<file path="src/rtl/ifid_queue.sv">
`default_nettype none
// ifid_queue: circular-buffer instruction queue between fetch and decode, with flush.
// Define IFQ_BYPASS_EN to forward fetch straight to decode when the queue is empty.
module ifid_queue #(
  parameter int DEPTH   = 4,
  parameter int PC_W    = 30,
  parameter int INSTR_W = 32
) (
  input  logic                     clk,
  input  logic                     rst,
  input  logic                     in_valid,
  output logic                     in_ready,
  input  logic [PC_W-1:0]          in_pc,
  input  logic [INSTR_W-1:0]       in_instr,
  output logic                     out_valid,
  input  logic                     out_ready,
  output logic [PC_W-1:0]          out_pc,
  output logic [INSTR_W-1:0]       out_instr,
  input  logic                     flush,
  output logic [$clog2(DEPTH):0]   count
);

  localparam int PW = $clog2(DEPTH);
  localparam int CW = PW + 1;
  localparam logic [CW-1:0] C_FULL  = CW'(DEPTH);
  localparam logic [CW-1:0] C_EMPTY = '0;

  logic [PC_W-1:0]    pc_mem_q    [DEPTH];
  logic [INSTR_W-1:0] instr_mem_q [DEPTH];

  logic [PW-1:0] rd_ptr_q, rd_ptr_d;
  logic [PW-1:0] wr_ptr_q, wr_ptr_d;
  logic [CW-1:0] count_q, count_d;

  logic w_has_data;
  logic w_bypass;
  logic w_push;
  logic w_pop;

  assign w_has_data = (count_q != C_EMPTY);
  assign in_ready   = (count_q != C_FULL);
  assign count      = count_q;

`ifdef IFQ_BYPASS_EN
  // Empty queue with a willing consumer: hand the fetch word over without storing it.
  assign w_bypass = !w_has_data && !flush && in_valid && out_ready;
`else
  assign w_bypass = 1'b0;
`endif

  assign w_push = in_valid && in_ready && !w_bypass;
  assign w_pop  = w_has_data && out_ready;

  always_comb begin
    rd_ptr_d = rd_ptr_q;
    wr_ptr_d = wr_ptr_q;
    count_d  = count_q;
    if (flush) begin
      rd_ptr_d = '0;
      wr_ptr_d = '0;
      count_d  = '0;
    end else begin
      if (w_push) begin
        wr_ptr_d = wr_ptr_q + PW'(1);
      end
      if (w_pop) begin
        rd_ptr_d = rd_ptr_q + PW'(1);
      end
      case ({w_push, w_pop})
        2'b10:   count_d = count_q + CW'(1);
        2'b01:   count_d = count_q - CW'(1);
        default: count_d = count_q;
      endcase
    end
  end

  always_ff @(posedge clk or posedge rst) begin
    if (rst) begin
      rd_ptr_q <= '0;
      wr_ptr_q <= '0;
      count_q  <= '0;
    end else begin
      rd_ptr_q <= rd_ptr_d;
      wr_ptr_q <= wr_ptr_d;
      count_q  <= count_d;
    end
  end

  // Storage needs no reset: occupancy alone decides what is visible.
  always_ff @(posedge clk) begin
    if (w_push && !flush) begin
      pc_mem_q[wr_ptr_q]    <= in_pc;
      instr_mem_q[wr_ptr_q] <= in_instr;
    end
  end

  always_comb begin
    out_valid = w_has_data;
    out_pc    = '0;
    out_instr = '0;
    if (w_bypass) begin
      out_valid = 1'b1;
      out_pc    = in_pc;
      out_instr = in_instr;
    end else if (w_has_data) begin
      out_pc    = pc_mem_q[rd_ptr_q];
      out_instr = instr_mem_q[rd_ptr_q];
    end
  end

endmodule
`default_nettype wire

</file>
<file path="config.mk">
export PLATFORM = sky130hd
export DESIGN_NAME = ifid_queue
export DESIGN_NICKNAME = d
export VERILOG_FILES = /design/src/rtl/ifid_queue.sv
export SDC_FILE = /design/constraint.sdc
export NUM_CORES = 1
export LEC_CHECK = 0
export CORE_AREA = 5 5 141 143
export DETAILED_ROUTE_END_ITERATION = 10
export DIE_AREA = 0 0 146 148
export PLACE_DENSITY = 0.79
export SETUP_SLACK_MARGIN = 0.5
export SLEW_MARGIN = 10
export SYNTH_ARGS = -nofsm -noshare
export SYNTH_HDL_FRONTEND = slang
export SYNTH_SLANG_ARGS = --single-unit
</file>
<file path="constraint.sdc">
create_clock -name clk -period 3.11 [get_ports clk]
set_input_delay 0.622 -clock clk [delete_from_list [all_inputs] [get_ports clk]]
set_output_delay 0.622 -clock clk [all_outputs]
set_load 0.02 [all_outputs]
</file>
# == Word-level counts from Yosys, hierarchy flattened ==
# Memory sizes are Yosys's and may differ from the RTL's.
# Index checks and enable logic that the tools add are counted.
# op_classes
addsub,4
n_eq_ne,3
muxes,10
reduce_logical,8
# ops
operator,count
32-bit 2-to-1 mux,1
30-bit 2-to-1 mux,1
2-bit 2-to-1 mux,4
3-bit case mux with 2 select lines,1
3-bit nonzero test,2
2-bit by 1-bit adder with 2-bit output (second input constant),2
2-bit nonzero test,2
3-bit by 1-bit adder with 3-bit output (second input constant),1
1-bit logical AND,3
3-bit 2-to-1 mux,1
3-bit inequality test (second input constant),1
3-bit by 1-bit subtractor with 3-bit output (second input constant),1
2-bit by 1-bit equality test with 1-bit output (second input constant),1
2-bit equality test (second input constant),1
1-bit 2-to-1 mux,2
1-bit zero test,1
# totals
ff_bits,7
ram_bits,248
in_bits,67
word_cells,30
memories,2
# memory_table
name,depth,width,rd,rd_clocked_by_memory_dff,wr,line_no,rtl
instr_mem_q,4,32,1,0,1,29,logic [INSTR_W-1:0] instr_mem_q [DEPTH];
pc_mem_q,4,30,1,0,1,28,logic [PC_W-1:0] pc_mem_q [DEPTH];

# == Logic depth before layout (Yosys ltp) ==
# logic_depth
word_depth,5
depth_mapped,9

# == Worst setup path after synthesis ==
# OpenSTA, ideal clock, no wires.
# synth_timing
kind,flip-flop to flip-flop
from,"register count_q[0], in the netlist count[0]"
to,memory instr_mem_q[0][0] (enable)
setup_time_ns,0.427
arrival_time_ns,2.645
required_ns,2.683
slack_ns,0.039
stages_incl_launch_ff,5
n_path_buf,0
synth_period_minus_slack_ns,3.071
cell_sequence,dfrtp_1 > or3b_1 > nand2_1 > nor2_1 > and2_1
# synth_between
elab_chain_cells,5
# synth_lines
item,line_no,rtl
"start, declared",33,"logic [CW-1:0] count_q, count_d;"
"start signal, assigned",85,count_q <= count_d;
3-bit inequality test,41,assign in_ready = (count_q != C_FULL);
net in_ready,12,"output logic in_ready,"
1-bit logical AND,51,assign w_push = in_valid && in_ready && !w_bypass;
1-bit logical AND,91,if (w_push && !flush) begin
1-bit 2-to-1 mux,91,
1-bit 2-to-1 mux (not written as such),93,instr_mem_q[wr_ptr_q] <= in_instr;
"end, declared",29,
# The timed path passes the listed nets, and every way through them passes these cells.

# == Worst setup path in the final report ==
# layout_timing
from,register rd_ptr_q[0]
to,output port out_pc[3]
# layout_between
elab_chain_cells,2
# layout_lines
item,line_no,rtl
"start, declared",31,"logic [PW-1:0] rd_ptr_q, rd_ptr_d;"
"start signal, assigned",83,rd_ptr_q <= rd_ptr_d;
memory read 4 x 30 bit,-,
30-bit 2-to-1 mux,105,end else if (w_has_data) begin
"end, declared",17,"output logic [PC_W-1:0] out_pc,"
# No other way between the ends.

==> flow_summary.yaml <==
placement:
  gp_congestion: 0.697
  port_buffers: 133
  place_area_mm2: 0.0116
  dp_hpwl_um: 11800
  dp.cells: 818
timing:
  finalSetupViolCount: 0
  rsz0062_at_grt: "yes"
  period_minus_slack_ns: 2.80
  fin_skew_ns: 0.0121
  worstMarginPinSlew_ns: 0.463
  setup_tns_ns: 0
  finalCritPeriodShare_pct: 90.0
  slew_headroom_pct: 69.0
  max_freq_ghz: 0.357
  drv_slew: 0
  hold_viol_final: 0
critical_path:
  path_max_fanout: 7
  arrival_ns: 2.18
  path_cells: "buf_12 -> buf_12 -> buf_16 -> mux4_2 -> and2_4 -> buf_6"
  path_delay_family: "buffers and inverters"
  cp_common_cell: "buf_12"
  cp-start-kind: "flop"
  crit_slowest_cell: "dfrtp_4"
  rrSetupSlack_ns: 0.87
  path_class: "reg2out"
  worstSetupEndpointType: "output pin"
  slowest_delay_ns: 0.49
  cp.required_ns: 2.49
  crit_buf_inv: 4
layout:
  insertedDiodeCount: 0
  area_growth_pct: 30.1
  finish.instance_area_mm2: 0.0130
  drive_above_1_share_pct: 39.8
  stdcell_count: 884
  nFillCells: 1096
  nets: 704
floorplan:
  io_pins: 134
  core_mm2: 0.0185
  die_h_um: 148
  die-area_mm2: 0.0216
  start_util_pct: 54.0
  die_w_um: 146
  rows: 50
pwr:
  finalPower_mw: 9.05
  ir_worst_vdd_uv: 581
  power_density_mw_per_mm2: 698
  p_leak_nw: 4.37
routing:
  drt_iter0_markers: 410
  dr_total_vias: 5091
  drt-pass1-iter-count: 4
  ant_nets: 0
  drt-total-wl_um: 21100
  wl_per_cell_um: 23.8
  vias_per_cell: 5.76
  drc: 0
global_routing:
  grt_max_degree: 36
  antenna_found_initial: 2
  grt_pass1_vias: 5501
  grt_pass1_wl_um: 32400
  grt-ovfl-total: 0
  track_usage_pct: 19.6
yosys:
  ys_top_cells_by_count: "edfxtp_1, and2_1, mux4_2"
  synth_nets: 529
  synth_async_sr_flop_share_pct: 2.75
  ys_ff_latch: 255
  post-synth-top-count-cell: "edfxtp_1"
  syn-cell-area_mm2: 0.00997
  synth_top_area_share_pct: 74.7
  synth-edff-count: 248
  synth-seq-area-share_pct: 76.4
  synthCells: 457
  synth-main-ff-cell: "edfxtp_1"
  post_synth.cell_area_avg_um2: 21.8
  ys_types: 30
  synth.top_cells.by_area: "edfxtp_1, mux4_2, and2_1"
  yosys_warnings: 0
  yosys.area.top_type: "edfxtp_1"
clock_tree:
  cts.hold.buffers_added: 0
  numCtsBuffers: 25
  h-tree-depth: 1
  clk_latency_ns: 0.50
  clk_pin_slew_ns: 0.06
  cts.path.max_buffers: 3
  cts.sinks: 255
  cts_tree: "yes"
  cts_root_buf: "clkbuf_16"
hold_path:
  hp-class: "in2async"
outcome:
  status: "finished, final reports clean"
flow_run:
  max-cap-violations: 0
## worst register-to-register path, cell delays in order, from the launching register on
cell,delay [ns]
dfrtp_2,0.46
or3_4,0.38
buf_12,0.19
nand2_1,0.12
a21oi_1,0.08
fa_1,0.42
nor2_1,0.18
nand4b_1,0.12
a31oi_1,0.20
## cell families after synthesis
family | after synthesis | share of synthesized area [%]
adders and majority gates | 5 | 0.703
and+or+nand+nor | 94 | 5.52
AOI/OAI and AO/OA | 9 | 0.539
xor gates and xnor gates | 4 | 0.351
buffers and inverters | 27 | 2.20
muxes | 63 | 14.3
DFF | 255 | 76.4
## where the power goes
part           switching, mW  internal [mW]  leakage [nW]
clock                   1.18           1.64         0.379
combinational           1.04           1.24          1.66
sequential            0.0421           3.92          2.34
total                   2.26           6.80          4.37
## flip-flops by register name, summed over array words and instances, names as in the netlist
register     count
wr_ptr_q         2
instr_mem_q    128
count            3
pc_mem_q       120
rd_ptr_q         2
## routing by layer
layer	routed length [um]	vias to the layer above	part of all wire [%]	track usage (%)
met4	274	4	1.3	3.95
met2	10900	238	52	33.3
met1	8120	2622	39	26.1
met3	1730	30	8.2	5.06
li1	-	2197	-	-
met5	22	-	0.10	0
## final cells by class
type	count	area [um2]	share of cell area [%]
Timing Repair Buffer	172	2020	15.6
Tap cell	234	293	2.26
Sequential cell	255	7630	58.8
Inverter	3	11.3	0.0868
Multi-Input combinational cell	175	2240	17.3
Clock buffer	30	644	4.97
Clock inverter	15	126	0.974
## per-stage QoR
step | util (%) | hold WS [ns] | setup WS (ns)
3_3_place_gp | 63.0 | 0.559 | 0.437
2_1_floorplan | - | 0.425 | 0.716
6_report | 70.3 | 0.406 | 0.310
4_1_cts | 70.0 | 0.393 | 0.289
3_5_place_dp | 63.0 | 0.571 | 0.417
5_1_grt | 70.3 | 0.418 | 0.264
## cell usage in the layout, fill, tap and decap left out, types with 4 or more instances in the layout
| master | count |
|---|---|
| nor2_1 | 9 |
| clkinv_2 | 8 |
| clkbuf_16 | 26 |
| and2_4 | 49 |
| dfrtp_2 | 4 |
| clkdlybuf4s50_1 | 69 |
| and2_1 | 17 |
| buf_6 | 47 |
| buf_2 | 8 |
| ha_1 | 4 |
| buf_4 | 14 |
| mux4_2 | 62 |
| edfxtp_1 | 248 |
| nand2_1 | 6 |
| clkdlybuf4s15_2 | 10 |
| buf_16 | 10 |
| buf_12 | 11 |
| nand3_1 | 4 |
| clkbuf_1 | 5 |
## worst paths after layout
| check | start | end | cells past startpoint |
|---|---|---|---|
| worst max-delay path | rd_ptr_q[0] | out_pc[3] | 6 |
| worst min-delay path | rst | wr_ptr_q[0] | 2 |
| worst max register to register | count[2] | count[2] | 8 |
| worst min register to register | wr_ptr_q[1] | wr_ptr_q[1] | 2 |
| max in group asynchronous | rst | rd_ptr_q[0] | 2 |
| min in group clk | wr_ptr_q[1] | wr_ptr_q[1] | 2 |
## what timing repair did
item | in CTS | in global routing
setup endpoints to repair | 64 | 63
cloned | 8 | 1
endpoints found under the hold margin | 0 | 0
gates resized for setup | 395 | 8
pin swaps | 4 | 0
buffers inserted | 12 | 0
Note: power is estimated with default switching activity, not from simulation.
